--- config.mk ---
export PLATFORM = sky130hd
export DESIGN_NAME = ecc_89_selftest_sched
export DESIGN_NICKNAME = d
export VERILOG_FILES = /design/src/rtl/ecc_89_selftest_sched.sv
export SDC_FILE = /design/constraint.sdc
export NUM_CORES = 1
export LEC_CHECK = 0
export ABC_AREA = 1
export CORE_ASPECT_RATIO = 0.9
export CORE_MARGIN = 3
export CORE_UTILIZATION = 40
export CTS_CLUSTER_DIAMETER = 150
export DETAILED_ROUTE_END_ITERATION = 10
export GPL_ROUTABILITY_DRIVEN = 0
export PLACE_DENSITY = 0.9
export SLEW_MARGIN = 20
export SYNTH_ARGS = -nofsm -noshare
export SYNTH_HDL_FRONTEND = slang
export SYNTH_SLANG_ARGS = --single-unit
--- constraint.sdc ---
create_clock -name clk -period 2.6 [get_ports clk]
set_clock_uncertainty 0.15 [all_clocks]
set_input_delay 0.52 -clock clk [delete_from_list [all_inputs] [get_ports clk]]
set_output_delay 0.52 -clock clk [all_outputs]
set_load 0.02 [all_outputs]
--- src/rtl/ecc_89_selftest_sched.sv ---
// Built-in self-test scheduler for one SECDED checker slice: muxes functional reads and a golden-codeword
// sweep (clean, every single-bit flip, one double flip) onto the checker and grades its responses.
module ecc_89_selftest_sched #(
  parameter int                      DATA_WIDTH   = 89,
  parameter int                      PARITY_WIDTH = 8,
  parameter logic [DATA_WIDTH-1:0]   GOLD_DATA    = '0,
  parameter logic [PARITY_WIDTH-1:0] GOLD_PARITY  = '0,
  parameter int                      PERIOD       = 4096,
  parameter int                      CNT_W        = 8
) (
  input  logic                    clk,
  input  logic                    rst,
  input  logic                    func_vld,
  output logic                    func_rdy,
  input  logic [DATA_WIDTH-1:0]   func_data,
  input  logic [PARITY_WIDTH-1:0] func_parity,
  input  logic                    cfg_bypass,
  input  logic                    cfg_detc_en,
  input  logic                    sw_start,
  input  logic                    test_abort,
  input  logic                    clr_stat,
  output logic [DATA_WIDTH-1:0]   chk_data,
  output logic [PARITY_WIDTH-1:0] chk_parity,
  output logic                    chk_bypass,
  output logic                    chk_detc_en,
  input  logic                    chk_sbit_err,
  input  logic                    chk_dbit_err,
  input  logic                    chk_fault,
  output logic                    busy,
  output logic                    done,
  output logic                    pass,
  output logic                    fail_sticky,
  output logic [6:0]              fail_step,
  output logic [CNT_W-1:0]        sbit_cnt,
  output logic [CNT_W-1:0]        dbit_cnt,
  output logic [CNT_W-1:0]        fault_cnt
);

  localparam int TW = (PERIOD > 1) ? $clog2(PERIOD) : 1;
  localparam logic [TW-1:0] TIMER_LAST = TW'(PERIOD - 1);
  localparam logic [6:0] IDX_LAST  = 7'(DATA_WIDTH - 1);
  localparam logic [6:0] STEP_DBIT = 7'(DATA_WIDTH + 1);

  typedef enum logic [2:0] {S_IDLE, S_CLEAN, S_SBIT, S_DBIT, S_DONE} state_t;

  state_t          state, state_next;
  logic [6:0]      idx, idx_next;
  logic [TW-1:0]   timer;
  logic            pending;
  logic            run_err;
  logic            start;
  logic            checking;
  logic            mismatch;
  logic            func_acc;
  logic [2:0]      exp_resp;
  logic [6:0]      step_code;

  assign start    = (state == S_IDLE) & (sw_start | pending) & ~func_vld;
  assign checking = (state == S_CLEAN) | (state == S_SBIT) | (state == S_DBIT);
  assign func_rdy = (state == S_IDLE);
  assign busy     = (state != S_IDLE);
  assign done     = (state == S_DONE) & ~test_abort;
  assign func_acc = func_vld & func_rdy;
  assign mismatch = checking & ({chk_sbit_err, chk_dbit_err, chk_fault} != exp_resp);

  // Checker input mux plus the expected response and step code for the current test step.
  always_comb begin
    chk_data    = func_data;
    chk_parity  = func_parity;
    chk_bypass  = cfg_bypass;
    chk_detc_en = cfg_detc_en;
    exp_resp    = 3'b000;
    step_code   = 7'd0;
    if (state != S_IDLE) begin
      chk_data    = GOLD_DATA;
      chk_parity  = GOLD_PARITY;
      chk_bypass  = 1'b0;
      chk_detc_en = 1'b1;
      case (state)
        S_SBIT: begin
          chk_data  = GOLD_DATA ^ (DATA_WIDTH'(1) << idx);
          exp_resp  = 3'b100;
          step_code = idx + 7'd1;
        end
        S_DBIT: begin
          chk_data  = GOLD_DATA ^ DATA_WIDTH'(3);
          exp_resp  = 3'b010;
          step_code = STEP_DBIT;
        end
        default: ;
      endcase
    end
  end

  always_comb begin
    state_next = state;
    idx_next   = idx;
    case (state)
      S_IDLE: if (start) begin
        state_next = S_CLEAN;
        idx_next   = 7'd0;
      end
      S_CLEAN: state_next = test_abort ? S_IDLE : S_SBIT;
      S_SBIT: begin
        if (test_abort) state_next = S_IDLE;
        else if (idx == IDX_LAST) state_next = S_DBIT;
        else idx_next = idx + 7'd1;
      end
      S_DBIT:  state_next = test_abort ? S_IDLE : S_DONE;
      default: state_next = S_IDLE;
    endcase
  end

  always_ff @(posedge clk or posedge rst) begin
    if (rst) begin
      state       <= S_IDLE;
      idx         <= 7'd0;
      timer       <= '0;
      pending     <= 1'b0;
      run_err     <= 1'b0;
      pass        <= 1'b0;
      fail_sticky <= 1'b0;
      fail_step   <= 7'd0;
      sbit_cnt    <= '0;
      dbit_cnt    <= '0;
      fault_cnt   <= '0;
    end else begin
      state <= state_next;
      idx   <= idx_next;

      if (start) begin
        timer   <= '0;
        pending <= 1'b0;
      end else if (PERIOD != 0 && state == S_IDLE) begin
        if (timer == TIMER_LAST) begin
          timer   <= '0;
          pending <= 1'b1;
        end else begin
          timer <= timer + TW'(1);
        end
      end

      if (start) run_err <= 1'b0;
      else if (mismatch) run_err <= 1'b1;

      if (state == S_DONE && !test_abort) pass <= ~run_err;

      // run_err still holds the run's history, so only the first mismatch lands in fail_step.
      if (clr_stat) begin
        fail_sticky <= 1'b0;
        fail_step   <= 7'd0;
      end else if (mismatch) begin
        fail_sticky <= 1'b1;
        if (!run_err) fail_step <= step_code;
      end

      if (clr_stat) begin
        sbit_cnt  <= '0;
        dbit_cnt  <= '0;
        fault_cnt <= '0;
      end else if (func_acc) begin
        if (chk_sbit_err && sbit_cnt  != '1) sbit_cnt  <= sbit_cnt  + CNT_W'(1);
        if (chk_dbit_err && dbit_cnt  != '1) dbit_cnt  <= dbit_cnt  + CNT_W'(1);
        if (chk_fault    && fault_cnt != '1) fault_cnt <= fault_cnt + CNT_W'(1);
      end
    end
  end

endmodule
# Word-level counts from Yosys, hierarchy flattened
# Index checks and enable logic that the tools add are counted.
totals:
  register_bits: 57
  output_inout_bits: 135
  in_bits: 108
classes:
  bitwise: 11
  n_reduce_logical: 23
  shifts: 1
  addsub: 5
  mux: 40
  n_eq_ne: 15
ops:
  columns: ["cell", "count"]
  rows:
  - ["$pmux W89 S2", 1]
  - ["$mux W89", 1]
  - ["$shl A1 B7 Y89 const A", 1]
  - ["$mux W8", 10]
  - ["$mux W7", 7]
  - ["$mux W12", 3]
  - ["$pmux W7 S2", 2]
  - ["$add A8 B1 Y8 const B", 3]
  - ["$ne A8 B8 Y1 const B", 3]
  - ["$reduce_bool A2 Y1", 9]
  - ["$mux W3", 5]
  - ["$add A12 B1 Y12 const B", 1]
  - ["$eq A12 B12 Y1 const B", 1]
  - ["$pmux W3 S4", 1]
  - ["$reduce_and A2 Y1", 6]
  - ["$mux W1", 8]
  - ["$add A7 B1 Y7 const B", 1]
  - ["$eq A7 B7 Y1 const B", 1]
  - ["$eq A3 B2 Y1 const B", 2]
  - ["$ne A2 B2 Y1 const B", 3]
  - ["$pmux W3 S2", 1]
  - ["$and A1 B1 Y1", 5]
  - ["$logic_and A1 B1 Y1", 4]
  - ["$reduce_and A4 Y1", 1]
  - ["11 further kinds", 15]

# Logic depth before layout (Yosys ltp)
logic_depth:
  ltp_word: 7
  ltp_mapped: 10
  mapped_depth_nobuf: 10

# Worst setup path before layout
# Ideal clock, no wire load.
synth_path:
  path_type: "register -> output"
  from: "register idx[2]"
  to: "output port chk_data[11]"
  required_time_ns: 1.930
  stages_incl_launch_ff: 7
  t_arrival_ns: 1.762
  slack_ns: 0.168
  path_cell_list: "dfrtp_1 > buf_2 > inv_1 > clkbuf_1 > ha_1 > nand3_1 > o21ai_0"
synth_via:
  elab_chain_cells: 3
synth_lines:
  columns: ["element", "line", "text"]
  rows:
  - ["start: declaration", "47", "logic [6:0] idx, idx_next;"]
  - ["start signal: assignment", "129", "idx <= idx_next;"]
  - ["$shl A1 B7 Y89", "81", "chk_data = GOLD_DATA ^ (DATA_WIDTH'(1) << idx);"]
  - ["$pmux W89 S2", "79", "case (state)"]
  - ["$mux W89", "74", "if (state != S_IDLE) begin"]
  - ["end: declaration", "22", "output logic [DATA_WIDTH-1:0] chk_data,"]
# Every way passes these cells.

# Worst setup path after layout
layout_path:
  from: "register idx[1]"
  to: "output port chk_data[0]"
# The elaborated chain is that of the path after synthesis.

==> results by group <==
Critical path
  • Crit path DAT: 1920 ps
  • Setup CP Type: reg2out
  • Crit start category: flop
  • CP Max Fanout: 5
  • Required time worst endpoint: around 1900 ps
  • Worst Setup End Kind: output pin
  • Crit path largest cell delay: a little over 400 ps
  • CP max stage cell: dfrtp_1
  • CP Cell Sequence: inv_1, ha_2, nand4_1, or2_1, a31oi_1, buf_2

Power
  • Switching power: around 2900 uW
  • Pint: 3160 uW
  • Gate power share: about 62%
  • Clk pwr share: 18.9%
  • Sequential Power Share: between 10% and 20%
  • Sw frac: slightly below 50%
  • Leak: roughly 0.0035 uW
  • Max VDD drop: between 0.0003 and 0.0004 V
  • Pwr/cell area: roughly 840 nW/um^2

Floorplanning
  • Core Rows: 35
  • Io pins: between 200 and 250
  • Placeable Area: 10,600 um^2
  • Die Ht: approximately 110 um
  • Die area: 12,500 um^2
  • Initial Util: around 42%
  • Die width: ~120 um

Finish
  • Storage element area: ~1400 um^2
  • Area of the multi-input gates: between 2000 and 3000 um^2
  • Area delta synth->final: 62.2%
  • # fillers: between 800 and 900
  • Fin nets: 1,074
  • Final Util: 68.8%
  • Share of cells above drive strength 1: around a fifth

Clock tree
  • Clock transition at the registers of the reported paths: about 50 ps
  • Inserted Clock Buffers: 9
  • Clk sinks: 57
  • Clk Latency, worst-skew pair: approximately 320 ps
  • H-tree level count: 3
  • Post-CTS Setup Bufs: 0
  • CTS tree: done
  • CTS Hold Buffers Added: 0
  • CTS Buffer Depth: 2
  • Clk root buf: clkbuf_16

Drt
  • Post-route ant nets: 0
  • DR vias: roughly 5,900
  • Pre-Repair DR Iteration Count: 6
  • Detail-routed via count per cell: between 5 and 6
  • Routed len/inst: about 17 um
  • Remaining DRCs: 0
  • WL final: about 19,000 um
  • Drt initial violations: 496

Synth
  • Post-Syn Instances: about 700
  • Post-synth EDFFs: 0
  • Yosys top cell by area: dfrtp_1
  • Async SR Flop Fraction: 100%
  • Cell Area, Synth: 4480 um^2
  • Synth Warn #: 0
  • Cell with the most instances after synthesis: nand2_1
  • Top cell type's share of synthesized area: about a third
  • Most frequent cells after synthesis: nand2_1 (192), o21ai_0 (98), nand3_1 (67)
  • Top post-synthesis cells by area: dfrtp_1 (32%), nand2_1 (16%), o21ai_0 (11%)
  • Flops & latches, synth: 57
  • Sequential area share after synthesis: 31.9%
  • Yosys cell types: 37
  • Synth Net Count: between 800 and 900
  • Avg Cell Area, Syn: 6.48 um^2
  • Main flop type after synthesis: dfrtp_1

STA
  • F_max: around 0.39 GHz
  • Worst slew pin tran: 580 ps
  • Slew Limit Fails: 0
  • RSZ-0062 raised after global routing: yes
  • Worst hold margin: 338 ps
  • Max-slew headroom: 61.3%
  • Min Tclk post-route: ~2600 ps
  • Setup violators final: 0
  • Setup TNS: 0 ps
  • Final cycle utilization of the critical path: about 100%
  • Final Hold Vio Count: 0

Global routing
  • Vias in the first global route: around 5,500
  • Global route total overflow: 0
  • GR Util All Layers: 29.1%
  • Largest net degree at the start of global routing: 34
  • Initial antenna violation count: 5
  • First-pass GRT wire length: between 20,000 and 30,000 um

Outcome
  • Status: finished clean

Placement
  • Dpl hpwl: approximately 15,000 um
  • Port-buffer cells: between 200 and 250

Hold path
  • Min-Delay Path Class: reg2reg

Run
  • Maxcap violations: 0
layer usage:
layer	global-route usage (%)	share of wire [%]	up-vias
met1	36.5	40	2713
met4	10.5	3.2	0
li1	-	-	2814
met3	5.11	7.7	44
met5	0	0	-
met2	50.5	49	310
power groups by stage:
stage               clock network, uW  registers [uW]  logic [uW]
finish                           1150            1160        3770
global placement                    0            1160        4070
CTS                              1160            1150        3880
floorplan                           0            1200        2090
global route                     1200            1180        4050
detailed placement                  0            1170        4110
kinds of logic after synthesis:
| group | after synthesis | synth area share (%) |
|---|---|---|
| AOI/OAI and AO/OA | 135 | 16.1 |
| xor gates and xnor gates | 12 | 2.35 |
| adders and majority gates | 10 | 2.80 |
| buffers and inverters | 99 | 8.83 |
| DFF | 57 | 31.9 |
| and+or+nand+nor | 378 | 38.0 |
what timing repair did:
action                                  in CTS  in global routing
resized for setup                          283                157
pin swaps                                    1                  7
gates cloned                                 1                  0
endpoints found under the hold margin        0                  0
endpoints found under the setup margin     100                 80
final cells by class:
cell class              count  area share [%]
multi-input cells         535            36.8
repair buffers            290            33.4
flip-flops and latches     57            19.7
clock buffers              14            3.91
inverters                  63            3.31
well taps                 148            2.55
diodes                      5           0.172
clock inverters             2           0.138
cells in the final DEF (no fill, tap or decap), drive strengths merged, types with 12 or more instances in the layout:
cell	instances
a21oi	12
buf	91
clkbuf	58
clkdlybuf4s50	141
dfrtp	57
dlygate4sd2	12
inv	59
nand2	196
nand3	71
nand4	23
nor2	70
nor3	12
o21ai	113
worst max-delay path: cells and delay by family (launching register included):
kind,cells,cell delay [ps]
AND/OR/NAND/NOR,2,480
flip-flops,1,410
buffers and inverters,2,310
adder cells (fa/ha/maj),1,230
AO/OA/AOI/OAI,1,160
flip-flops by register name (all words and copies together) (netlist names):
| register | flops |
|---|---|
| idx | 7 |
| pending | 1 |
| fail_sticky | 1 |
| pass | 1 |
| fail_step | 7 |
| fault_cnt | 8 |
| run_err | 1 |
| timer | 12 |
| dbit_cnt | 8 |
| state | 3 |
| sbit_cnt | 8 |
per-stage QoR:
step,std cells,instance area (um^2),worst slack (ps),total power [uW]
6_report,1114,7260,6.69,6070
5_1_grt,1114,7260,-38.6,6420
4_1_cts,1109,7550,-137,6200
3_5_place_dp,1092,7340,-115,5280
3_3_place_gp,1092,7340,-65.1,5220
2_1_floorplan,691,4480,168,3290
path summary, 6_finish.rpt:
check                                      endpoint  slack (ps)  depth (start not counted)                 start
hold reg to reg                    pass$_DFFE_PP0P_         340                          2      pass$_DFFE_PP0P_
setup / recovery                        chk_data[0]           7                          6    idx[1]$_DFFE_PP0P_
setup reg to reg                 idx[2]$_DFFE_PP0P_         310                         12  state[0]$_DFFE_PP0P_
max in group asynchronous  fail_step[4]$_DFFE_PP0P_        1290                          3                   rst
hold / removal                     pass$_DFFE_PP0P_         340                          2      pass$_DFFE_PP0P_
min in group asynchronous   dbit_cnt[6]$_DFFE_PP0P_         430                          2                   rst
(Power assumes the default switching activity.)
